$ cat src/rtl/cam_entry_loader.sv
// Collects multi-beat CAM key configuration and issues one guarded CAM write per entry.
// Optional CAM_ENTRY_LOADER_STATS_EN adds saturating write/error counters.
module cam_entry_loader #(
    parameter int C_WIDTH   = 205,
    parameter int ADDR_BITS = 4,
    parameter int CFG_W     = 64
) (
    input  logic                 clk,
    input  logic                 aresetn,
    input  logic                 s_valid,
    output logic                 s_ready,
    input  logic [CFG_W-1:0]     s_data,
    input  logic [ADDR_BITS-1:0] s_addr,
    input  logic                 s_last,
    output logic                 cam_we,
    output logic [ADDR_BITS-1:0] cam_wr_addr,
    output logic [C_WIDTH-1:0]   cam_din,
    input  logic                 cam_busy,
    output logic                 err_pulse,
    output logic                 idle
`ifdef CAM_ENTRY_LOADER_STATS_EN
    ,
    output logic [15:0]          stat_writes,
    output logic [15:0]          stat_errors
`endif
);

    localparam int BEATS = (C_WIDTH + CFG_W - 1) / CFG_W;
    localparam int CNT_W = (BEATS > 1) ? $clog2(BEATS) : 1;
    localparam int KW    = BEATS * CFG_W;
    localparam logic [CNT_W-1:0] CNT_LAST = CNT_W'(BEATS - 1);

    typedef enum logic [1:0] {S_COLLECT, S_DRAIN, S_ISSUE, S_GUARD} state_t;

    state_t                 state_q, state_d;
    logic [CNT_W-1:0]       cnt_q, cnt_d;
    logic [C_WIDTH-1:0]     key_q, key_d;
    logic [ADDR_BITS-1:0]   addr_q, addr_d;
    logic [C_WIDTH-1:0]     din_q, din_d;
    logic [ADDR_BITS-1:0]   wr_addr_q, wr_addr_d;
    logic                   err_q, err_d;
    logic                   we_c;
    logic                   beat;
    logic [KW-1:0]          kbuf;
    int unsigned            slice_lo;

    assign s_ready     = aresetn && (state_q == S_COLLECT || state_q == S_DRAIN);
    assign beat        = s_valid && s_ready;
    assign cam_we      = we_c;
    assign cam_wr_addr = wr_addr_q;
    assign cam_din     = din_q;
    assign err_pulse   = err_q;
    assign idle        = (state_q == S_COLLECT) && (cnt_q == '0);

    always_comb begin
        state_d   = state_q;
        cnt_d     = cnt_q;
        key_d     = key_q;
        addr_d    = addr_q;
        din_d     = din_q;
        wr_addr_d = wr_addr_q;
        err_d     = 1'b0;
        we_c      = 1'b0;
        kbuf      = KW'(key_q);
        slice_lo  = 32'(cnt_q) * 32'(CFG_W);
        case (state_q)
            S_COLLECT: if (beat) begin
                // Wide scratch buffer lets the top beat spill past C_WIDTH harmlessly.
                kbuf[slice_lo +: CFG_W] = s_data;
                key_d = kbuf[C_WIDTH-1:0];
                if (cnt_q == '0) addr_d = s_addr;
                if (s_last) begin
                    cnt_d = '0;
                    if (cnt_q == CNT_LAST) begin
                        state_d   = S_ISSUE;
                        din_d     = key_d;
                        wr_addr_d = addr_d;
                    end else begin
                        err_d = 1'b1;
                    end
                end else if (cnt_q == CNT_LAST) begin
                    state_d = S_DRAIN;
                    cnt_d   = '0;
                end else begin
                    cnt_d = cnt_q + 1'b1;
                end
            end
            S_DRAIN: if (beat && s_last) begin
                err_d   = 1'b1;
                state_d = S_COLLECT;
                cnt_d   = '0;
            end
            S_ISSUE: if (!cam_busy) begin
                we_c    = 1'b1;
                state_d = S_GUARD;
            end
            // The guard cycle itself hides the CAM's one-cycle busy rise delay.
            S_GUARD: if (!cam_busy) state_d = S_COLLECT;
            default: state_d = S_COLLECT;
        endcase
    end

    always_ff @(posedge clk or negedge aresetn) begin
        if (!aresetn) begin
            state_q   <= S_COLLECT;
            cnt_q     <= '0;
            key_q     <= '0;
            addr_q    <= '0;
            din_q     <= '0;
            wr_addr_q <= '0;
            err_q     <= 1'b0;
        end else begin
            state_q   <= state_d;
            cnt_q     <= cnt_d;
            key_q     <= key_d;
            addr_q    <= addr_d;
            din_q     <= din_d;
            wr_addr_q <= wr_addr_d;
            err_q     <= err_d;
        end
    end

`ifdef CAM_ENTRY_LOADER_STATS_EN
    logic [15:0] wr_cnt_q, er_cnt_q;
    assign stat_writes = wr_cnt_q;
    assign stat_errors = er_cnt_q;

    always_ff @(posedge clk or negedge aresetn) begin
        if (!aresetn) begin
            wr_cnt_q <= '0;
            er_cnt_q <= '0;
        end else begin
            if (we_c && wr_cnt_q != 16'hFFFF) wr_cnt_q <= wr_cnt_q + 16'd1;
            if (err_q && er_cnt_q != 16'hFFFF) er_cnt_q <= er_cnt_q + 16'd1;
        end
    end
`endif

endmodule

$ cat config.mk
export PLATFORM = sky130hd
export DESIGN_NAME = cam_entry_loader
export DESIGN_NICKNAME = d
export VERILOG_FILES = /design/src/rtl/cam_entry_loader.sv
export SDC_FILE = /design/constraint.sdc
export NUM_CORES = 1
export LEC_CHECK = 0
export BUFFER_PORTS_ARGS = -buffer_cell sky130_fd_sc_hd__buf_2
export CORE_MARGIN = 2
export CORE_UTILIZATION = 47
export CTS_BUF_LIST = sky130_fd_sc_hd__clkbuf_2
export DETAILED_ROUTE_END_ITERATION = 10
export PLACE_DENSITY = 0.71
export SLEW_MARGIN = 15
export SYNTH_ARGS = -nofsm -noshare
export SYNTH_HDL_FRONTEND = slang
export SYNTH_SLANG_ARGS = --single-unit
$ cat constraint.sdc
create_clock -name clk -period 2.87 [get_ports clk]
set_input_delay 0.1435 -clock clk [delete_from_list [all_inputs] [get_ports clk]]
set_output_delay 0.1435 -clock clk [all_outputs]
set_load 0.01 [all_outputs]
==> results of run 1 <==
==> flip-flops by register name, indices dropped and copies added, names as in the netlist <==
signal and count:
cam_din 205, key_q 205, addr_q 4, cam_wr_addr 4, cnt_q 2, state_q 2, err_pulse 1
==> power breakdown <==
group / total (mW) / internal (mW) / switching [mW]
Sequential: 9.52 / 8.12 / 1.40
Clock: 3.94 / 1.44 / 2.50
Combinational: 7.71 / 3.28 / 4.43
==> cell type report <==
cell class	instances	share of cell area, %
Clock buffer	144	3.18
Inverter	5	0.0829
Multi-Input combinational cell	1082	29.6
Sequential cell	423	46.8
Tap cell	518	2.86
Timing Repair Buffer	515	16.7
Clock inverter	37	0.757
Antenna cell	2	0.0221
==> cell usage in the layout, fill, tap and decap left out, types with 3 or more instances in the layout <==
| cell type | instances |
|---|---|
| nor2b_1 | 206 |
| buf_12 | 11 |
| nand2_1 | 5 |
| a21oi_1 | 623 |
| mux2i_1 | 4 |
| a22o_1 | 205 |
| nand2_4 | 3 |
| dlygate4sd3_1 | 193 |
| buf_2 | 284 |
| clkinv_2 | 5 |
| ha_4 | 3 |
| dfrtp_1 | 422 |
| mux2_2 | 4 |
| inv_1 | 5 |
| clkbuf_2 | 144 |
| clkinv_1 | 29 |
| and2_4 | 5 |
| o21ai_0 | 3 |
| buf_4 | 26 |
==> worst max-delay path by stage <==
stage,start,end,slack [ns],cells after the start
3_3_place_gp,cnt_q[0],key_q[63],0.44,6
5_1_grt,cnt_q[0],idle,0.13,4
2_1_floorplan,cnt_q[0],key_q[100],0.99,7
3_5_place_dp,cnt_q[0],key_q[58],0.33,6
6_report,cnt_q[0],cam_din[130],0.32,7
4_1_cts,cnt_q[0],idle,0.001,4
==> per-stage QoR <==
| stage | cell area [µm²] | utilization (%) |
|---|---|---|
| after floorplan | 18200 | - |
| after global placement | 19800 | 51.5 |
| after detailed placement | 19800 | 51.5 |
| after CTS | 22600 | 58.9 |
| after global routing | 22600 | 59.0 |
| final | 22600 | 59.0 |
==> layer usage <==
metal | share of wire (%) | routed length (µm)
met5 | 0 | 0
met4 | 2.8 | 1640
met3 | 8.6 | 4970
met2 | 47 | 27300
met1 | 41 | 23900
==> logic make-up after synthesis <==
group	share of synthesized area (%)
AO/OA/AOI/OAI	27.4
flip-flops	58.3
AND/OR/NAND/NOR	7.98
buffers and inverters	5.41
multiplexers	0.468
adder cells (fa/ha/maj)	0.413
XOR/XNOR	0.0482
==> worst min-delay path, cell delays in order <==
cell and delay (ns):
dlygate4sd3_1 0.53, buf_2 0.16, a21oi_1 0.13, a21oi_1 0.07
==> timing repair <==
item                                    in CTS  in global routing
hold endpoints to repair                   846                  0
hold buffers                               194                  0
endpoints found under the setup margin       0                  2
resized for setup                            0                  2
==> results by group, run 1 <==
Global route
  • Total gr overflow: 0
  • M2 GR Usage: 45.4%
  • GRT Total Usage: 28.7%
  • First-pass GRT wire length: 92400 µm
  • Largest net degree at the start of global routing: 165
  • Vias in the first global route: 16300
  • Most used routing layer: met2
  • Initial antenna violation count: 1
  • Met1 GRT Util: 38.5%
  • Met3 usage: 6.92%

Critical path
  • Required time of the critical path: 3.79 ns
  • R2R cell count: 7
  • Startpoint types: register
  • Cell family with most CP delay: buffers and inverters
  • Buf/Inv on CP: 3
  • Critical Path AT: 3.48 ns
  • Worst-path cell chain: inv_1, ha_4, and4bb_4, buf_4, a21oi_1, dlygate4sd3_1, a21oi_1
  • Cell repeated most along the worst path: a21oi_1
  • Crit path max-delay cell type: dlygate4sd3_1
  • Reg2reg end: cam_din[130]
  • Crit end category: register
  • Crit Reg-Reg Startpoint: cnt_q[0]
  • Flop-to-flop setup slack: 0.32 ns
  • Worst Path Max Fanout: 28
  • Critical path class: reg -> reg
  • Crit path largest cell delay: 0.56 ns

Floorplan
  • Die footprint: 0.0402 mm²
  • Row cnt: 72
  • Core Area: 0.0384 mm²
  • Die width: 201 µm
  • Initial Util: 47.3%
  • Die Span Y: 201 µm
  • Top Ports: 286

Worst hold path
  • Hold Path Sink: cam_din[84]
  • Worst Hold Class: in -> reg
  • Worst hold start: s_data[20]
  • Hold Path Depth: 4

Run status
  • Status: completed

Job
  • Max_cap viols: 0

Synthesis
  • Syn Area/Cell: 10.8 µm²
  • Synth top area share: 58.3%
  • Area contributors post-synth: dfrtp_1 58%, a21oi_1 17%, a22o_1 9.9%, nor2b_1 7.1%, buf_2 2.1%
  • Synth Cell Area: 0.0182 mm²
  • EDFF count, synth: 0
  • Yosys reg bits: 423
  • Cell taking the most area after synthesis: dfrtp_1
  • Commonest cells in the netlist: 623 x a21oi_1, 423 x dfrtp_1, 206 x nor2b_1
  • Mapped Cells: 1680
  • Most used DFF post-synth: dfrtp_1
  • Register area share after synthesis: 58.3%
  • Syn Nets: 1759
  • Yosys cell types: 32
  • Syn. warnings: 0
  • Most common cell in the netlist: a21oi_1
  • Ys async rst share: 100%

Placed design
  • PortBufs: 285
  • Placed cell count: 2349
  • GPL Wtd Cong: 0.789
  • HPWL reported at the end of detailed placement: 31100 µm
  • Setup WS pre-CTS: 0.331 ns

Clocking
  • # Post-CTS Setup Buffers: 0
  • Clk sinks: 423
  • CTS tree: yes
  • Clock root cell: clkbuf_2
  • CTS Buf Count: 106
  • Maximum clock path buffer count: 3
  • Skew-Pair Late Insertion Delay: 0.99 ns
  • Clock H-tree levels: 3
  • Clock-pin slew on the worst setup and hold paths: 0.11 ns

Timing
  • Clock Skew: 0.0669 ns
  • Final Cycle Share: 89.0%
  • Relative max-transition margin: 38.7%
  • Final setup violation count: 0
  • Hold slack final: 0.0998 ns
  • Period minus WS final: 2.55 ns
  • Unrepaired setup endpoints after global routing: no
  • Worst Setup Slack, final: 0.317 ns
  • Final hold violation count: 0
  • Fin. max-slew vios: 0
  • Worst-Margin Slew: 0.919 ns
  • Final setup TNS: 0 ns
  • Max Freq: 0.392 GHz

Routing
  • Via density: 5.81
  • First-pass DRT Iterations: 7
  • Number of nets with antenna violations after routing: 0
  • Post-route DRC: 0
  • DRT Wirelength: 57900 µm
  • DR vias: 15800
  • DR iter-0 viols: 1193
  • DR WL/cell: 21.2 µm

Finish
  • Area growth syn-to-layout: 24.6%
  • Layout cells sized above 1: 22.5%
  • Final-stage net count: 2212
  • Area of the multi-input gates: 0.00670 mm²
  • Storage cell area: 0.0106 mm²
  • Non-filler cells, final: 2726
  • # fillers: 3244

Pwr
  • Pwr dens: 936 mW/mm²
  • Total Power: 21.2 mW
  • Peak supply drop: 0.000523 V
  • Leakage: 11.1 nW
(Power assumes the default switching activity.)
==> inputs of run 2 (changes only) <==
--- a/config.mk
+++ b/config.mk
@@ -5,6 +5,7 @@
 export SDC_FILE = /design/constraint.sdc
 export NUM_CORES = 1
 export LEC_CHECK = 0
+export ABC_AREA = 1
 export BUFFER_PORTS_ARGS = -buffer_cell sky130_fd_sc_hd__buf_2
 export CORE_MARGIN = 2
 export CORE_UTILIZATION = 47
==> results by group, run 2 <==
Floorplan
  • Die footprint: 0.0416 mm²
  • Die width: 204 µm
  • Die Span Y: 204 µm
  • Initial Util: 47.4%
  • Top Ports: 286
  • Core Area: 0.0396 mm²
  • Row cnt: 73

Synthesis
  • Syn. warnings: 0
  • Area contributors post-synth: dfrtp_1 56%, nand2_1 23%, o22ai_1 6.8%, inv_1 5.6%, o21ai_0 2.3%
  • Yosys cell types: 20
  • Syn Nets: 2437
  • Ys async rst share: 100%
  • Mapped Cells: 2358
  • EDFF count, synth: 0
  • Yosys reg bits: 423
  • Most used DFF post-synth: dfrtp_1
  • Syn Area/Cell: 7.98 µm²
  • Synth Cell Area: 0.0188 mm²
  • Register area share after synthesis: 56.3%
  • Cell taking the most area after synthesis: dfrtp_1
  • Commonest cells in the netlist: 1172 x nand2_1, 423 x dfrtp_1, 280 x inv_1
  • Most common cell in the netlist: nand2_1
  • Synth top area share: 56.3%

Finish
  • # fillers: 3574
  • Area of the multi-input gates: 0.00647 mm²
  • Util after Layout: 57.9%
  • Most frequent cells in the layout: 1172 x nand2_1, 422 x dfrtp_1, 284 x buf_2
  • Most common cell after layout, fill and taps aside: nand2_1
  • Final-stage net count: 2857
  • Area growth syn-to-layout: 22.0%
  • Layout cells sized above 1: 17.4%
  • Storage cell area: 0.0106 mm²

Clocking
  • Clock root cell: clkbuf_2
  • CTS Buf Count: 107
  • Clock H-tree levels: 3
  • Skew-Pair Late Insertion Delay: 1.04 ns
  • CTS tree: yes
  • Clk sinks: 423
  • Clock-pin slew on the worst setup and hold paths: 0.10 ns
  • Maximum clock path buffer count: 3

Global route
  • Initial antenna violation count: 1
  • GRT Total Usage: 25.8%
  • First-pass GRT wire length: 86500 µm
  • Vias in the first global route: 17100
  • Met1 GRT Util: 35.5%
  • Met3 usage: 4.64%
  • M2 GR Usage: 40.9%
  • Largest net degree at the start of global routing: 175
  • Most used routing layer: met2
  • Total gr overflow: 0

Pwr
  • Peak supply drop: 0.000573 V
  • Pwr dens: 733 mW/mm²
  • Leakage: 12.9 nW
  • Sw Share: 39.9%
  • Pint: 10.1 mW
  • Sequential power share: 43.1%
  • Combinational Power Share: 33.8%
  • Switching pwr: 6.71 mW
  • Clock share of power: 23.1%

Placed design
  • Setup WS pre-CTS: 0.570 ns
  • HPWL reported at the end of detailed placement: 31900 µm
  • PortBufs: 285
  • GPL Wtd Cong: 0.825

Timing
  • Final hold violation count: 0
  • Period minus WS final: 2.68 ns
  • Fin. max-slew vios: 0
  • Final setup TNS: 0 ns
  • Max Freq: 0.372 GHz
  • Worst-Margin Slew: 1.06 ns
  • Clock Skew: 0.0534 ns
  • Hold slack final: 0.105 ns
  • Final Cycle Share: 93.5%
  • Worst Setup Slack, final: 0.185 ns
  • Final setup violation count: 0
  • Relative max-transition margin: 29.7%
  • Unrepaired setup endpoints after global routing: no

Routing
  • First-pass DRT Iterations: 5
  • Via density: 5.12
  • DR WL/cell: 15.9 µm
  • Post-route DRC: 0
  • Number of nets with antenna violations after routing: 0
  • DRT Wirelength: 53600 µm
  • DR vias: 17300
  • DR iter-0 viols: 1186

Worst hold path
  • Worst Hold Class: in -> reg

Critical path
  • Critical path class: reg -> out
  • Startpoint types: register
  • Critical Path AT: 2.54 ns
  • Worst Path Max Fanout: 20
  • Required time of the critical path: 2.73 ns
  • Crit end category: output pin

Job
  • Max_cap viols: 0

Run status
  • Status: completed
-- run 2: cell families (layout without fill, tap and decap cells) --
| group | count (synthesis) | count (layout) | share of synthesized area, % |
|---|---|---|---|
| and+or+nand+nor | 1204 | 1204 | 24.2 |
| buffers and inverters | 429 | 924 | 9.83 |
| DFF | 423 | 423 | 56.3 |
| AOI/OAI and AO/OA | 296 | 296 | 9.24 |
| adders and majority gates | 6 | 6 | 0.399 |
| other | 0 | 1 | 0 |
-- run 2: path summary, 6_finish.rpt --
check / startpoint / end / slack (ns) / cells past startpoint
min in group asynchronous: aresetn / key_q[8] / 0.41 / 4
worst min register to register: cam_din[120] / cam_din[120] / 0.48 / 2
worst min-delay path: s_data[6] / cam_din[198] / 0.11 / 6
max in group asynchronous: aresetn / cnt_q[1] / 1.23 / 4
worst max-delay path: cnt_q[1] / idle / 0.19 / 7
worst max register to register: cnt_q[0] / key_q[84] / 0.64 / 7
-- run 2: metrics by stage --
| stage | power [mW] | instance area [µm²] | instances |
|---|---|---|---|
| after floorplan | 10.8 | 18800 | 2358 |
| after global placement | 12.5 | 20600 | 3053 |
| after detailed placement | 12.7 | 20600 | 3053 |
| after CTS | 16.8 | 22900 | 3377 |
| after global routing | 18.0 | 22900 | 3379 |
| final | 16.8 | 22900 | 3379 |
-- run 2: timing repair --
item,4_1_cts,5_1_grt
setup endpoints to repair,1,1
gates cloned,0,1
hold buffers,139,0
setup buffers,1,0
endpoints found under the hold margin,846,0
gates resized for setup,5,1
-- run 2: power by group through the flow --
stage                     sequential (mW)  clock, mW  combinational [mW]
after detailed placement             7.36          0                5.32
after global routing                 7.36       4.34                6.27
final                                7.25       3.89                5.68
after floorplan                      7.35          0                3.42
after global placement               7.33          0                5.17
after CTS                            7.25       4.01                5.55
-- run 2: final cells by class --
cell class	instances	share of cell area (%)
repair buffers	456	14.2
multi-input cells	1506	28.2
flip-flops and latches	423	46.2
clock inverters	28	0.480
inverters	284	4.72
well taps	525	2.86
clock buffers	156	3.40
diodes	1	0.0109
-- run 2: worst max-delay path, stage by stage (launching register included) --
cell     delay (ns)
dfrtp_2        0.43
inv_2          0.11
ha_1           0.20
buf_6          0.17
inv_6          0.11
buf_12         0.18
nor3_1         0.13
buf_2          0.18
-- run 2: layer usage --
| layer | wire length (µm) | share of wire (%) |
|---|---|---|
| met5 | 0 | 0 |
| met4 | 1500 | 2.8 |
| met3 | 3990 | 7.4 |
| met2 | 24600 | 46 |
| met1 | 23500 | 44 |
==> inputs of run 3 (changes only) <==
--- a/config.mk
+++ b/config.mk
@@ -7,11 +7,13 @@
 export LEC_CHECK = 0
 export ABC_AREA = 1
 export BUFFER_PORTS_ARGS = -buffer_cell sky130_fd_sc_hd__buf_2
+export CELL_PAD_IN_SITES_DETAIL_PLACEMENT = 1
+export CELL_PAD_IN_SITES_GLOBAL_PLACEMENT = 2
 export CORE_MARGIN = 2
-export CORE_UTILIZATION = 47
+export CORE_UTILIZATION = 37
 export CTS_BUF_LIST = sky130_fd_sc_hd__clkbuf_2
 export DETAILED_ROUTE_END_ITERATION = 10
-export PLACE_DENSITY = 0.71
+export PLACE_DENSITY = 0.9
 export SLEW_MARGIN = 15
 export SYNTH_ARGS = -nofsm -noshare
 export SYNTH_HDL_FRONTEND = slang
==> results by group, run 3 (synthesis gave the netlist of run 2 again) <==
Timing
  • Final setup violation count: 0
  • Final Cycle Share: 94.0%
  • Period minus WS final: 2.70 ns
  • Final setup TNS: 0 ns
  • Worst Setup Slack, final: 0.173 ns
  • Clock Skew: 0.0602 ns
  • Fin. max-slew vios: 0
  • Final hold violation count: 0
  • Max Freq: 0.371 GHz
  • Relative max-transition margin: 26.5%
  • Unrepaired setup endpoints after global routing: no
  • Worst-Margin Slew: 1.10 ns

Placed design
  • HPWL reported at the end of detailed placement: 37800 µm
  • GPL Wtd Cong: 0.790
  • PortBufs: 285
  • Placed cell count: 3200
  • Setup WS pre-CTS: 0.558 ns

Floorplan
  • Top Ports: 286
  • Core Area: 0.0502 mm²
  • Die footprint: 0.0527 mm²
  • Initial Util: 37.5%
  • Die Span Y: 229 µm
  • Row cnt: 82
  • Die width: 229 µm

Clocking
  • CTS Buf Count: 114
  • CTS tree: yes
  • Clock root cell: clkbuf_2
  • Clk sinks: 423
  • Maximum clock path buffer count: 3
  • Skew-Pair Late Insertion Delay: 1.13 ns
  • Clock H-tree levels: 3
  • Clock-pin slew on the worst setup and hold paths: 0.10 ns

Finish
  • Most frequent cells in the layout: 1172 x nand2_1, 422 x dfrtp_1, 284 x buf_2
  • Layout cells sized above 1: 17.9%
  • Most common cell after layout, fill and taps aside: nand2_1
  • Final-stage net count: 2869
  • Area growth syn-to-layout: 23.6%
  • Storage cell area: 0.0106 mm²
  • # fillers: 6305
  • Non-filler cells, final: 3552
  • Area of the multi-input gates: 0.00648 mm²
  • Util after Layout: 46.3%

Global route
  • Initial antenna violation count: 2
  • First-pass GRT wire length: 103000 µm
  • Total gr overflow: 0
  • GRT Total Usage: 24.5%
  • Largest net degree at the start of global routing: 167
  • Vias in the first global route: 19000

Routing
  • DR WL/cell: 18.0 µm
  • Via density: 4.92
  • DR vias: 17500
  • DRT Wirelength: 63800 µm
  • Post-route DRC: 0
  • Number of nets with antenna violations after routing: 0
  • DR iter-0 viols: 1003
  • First-pass DRT Iterations: 4

Critical path
  • Worst Path Max Fanout: 34
  • Required time of the critical path: 2.73 ns
  • Startpoint types: register
  • Crit end category: output pin
  • Critical Path AT: 2.55 ns
  • Critical path class: reg -> out

Pwr
  • Pwr dens: 745 mW/mm²
  • Total Power: 17.3 mW
  • Leakage: 13.0 nW
  • Peak supply drop: 0.000585 V

Run status
  • Status: completed

Job
  • Max_cap viols: 0

Worst hold path
  • Worst Hold Class: in -> async
run 3: cell types whose count changed in the layout (fill, tap and decap cells not counted), sizes merged:
cell	previous run	this run
inv	285	289
buf	316	314
dlygate4sd3	139	147
clkinvlp	0	1
diode	1	2
clkinv	27	26
clkbuf	157	172
run 3: per-layer routing:
metal | up-vias | part of all wire (%) | GRT usage [%]
met4 | 0 | 2.5 | 9.38
met3 | 101 | 4.2 | 3.90
li1 | 8181 | - | -
met2 | 394 | 49 | 41.3
met5 | - | 0 | 0
met1 | 8784 | 45 | 31.8
run 3: cell type report:
cell class | count | share of cell area [%]
Clock inverter | 32 | 0.554
Antenna cell | 2 | 0.0215
Multi-Input combinational cell | 1506 | 27.9
Tap cell | 672 | 3.62
Sequential cell | 423 | 45.5
Inverter | 284 | 4.67
Clock buffer | 172 | 3.70
Timing Repair Buffer | 461 | 14.0
run 3: repair_timing:
| item | 4_1_cts | 5_1_grt |
|---|---|---|
| resized for setup | 9 | 0 |
| endpoints found under the setup margin | 1 | 0 |
| hold buffers | 147 | 0 |
| endpoints found under the hold margin | 836 | 0 |
| setup buffers | 0 | 0 |
run 3: stage by stage:
step,hold WS (ns),cell area (µm²)
after floorplan,-0.152,18800
after global placement,-0.0332,20800
after detailed placement,-0.0341,20800
after CTS,0.0526,23200
after global routing,0.127,23300
final,0.199,23300
run 3: path summary, 6_finish.rpt:
path / startpoint / endpoint / slack, ns / depth (start not counted)
hold / removal: aresetn / state_q[0] / 0.20 / 3
max in group asynchronous: aresetn / key_q[77] / 0.71 / 5
setup reg to reg: cnt_q[0] / state_q[0] / 0.39 / 8
hold reg to reg: cam_din[107] / cam_din[107] / 0.48 / 2
setup / recovery: cnt_q[1] / idle / 0.17 / 6
min in group clk: s_valid / key_q[14] / 0.24 / 6
run 3: critical path, cell delays in order (launching register included):
cell     delay, ns
dfrtp_2       0.46
inv_2         0.12
ha_1          0.19
buf_6         0.18
inv_8         0.11
nor3_4        0.17
buf_2         0.16
run 3: where the power goes:
| group | switching (mW) | internal (mW) | total (mW) |
|---|---|---|---|
| Clock | 2.65 | 1.59 | 4.25 |
| Combinational | 4.01 | 1.76 | 5.77 |
| Sequential | 0.463 | 6.83 | 7.29 |
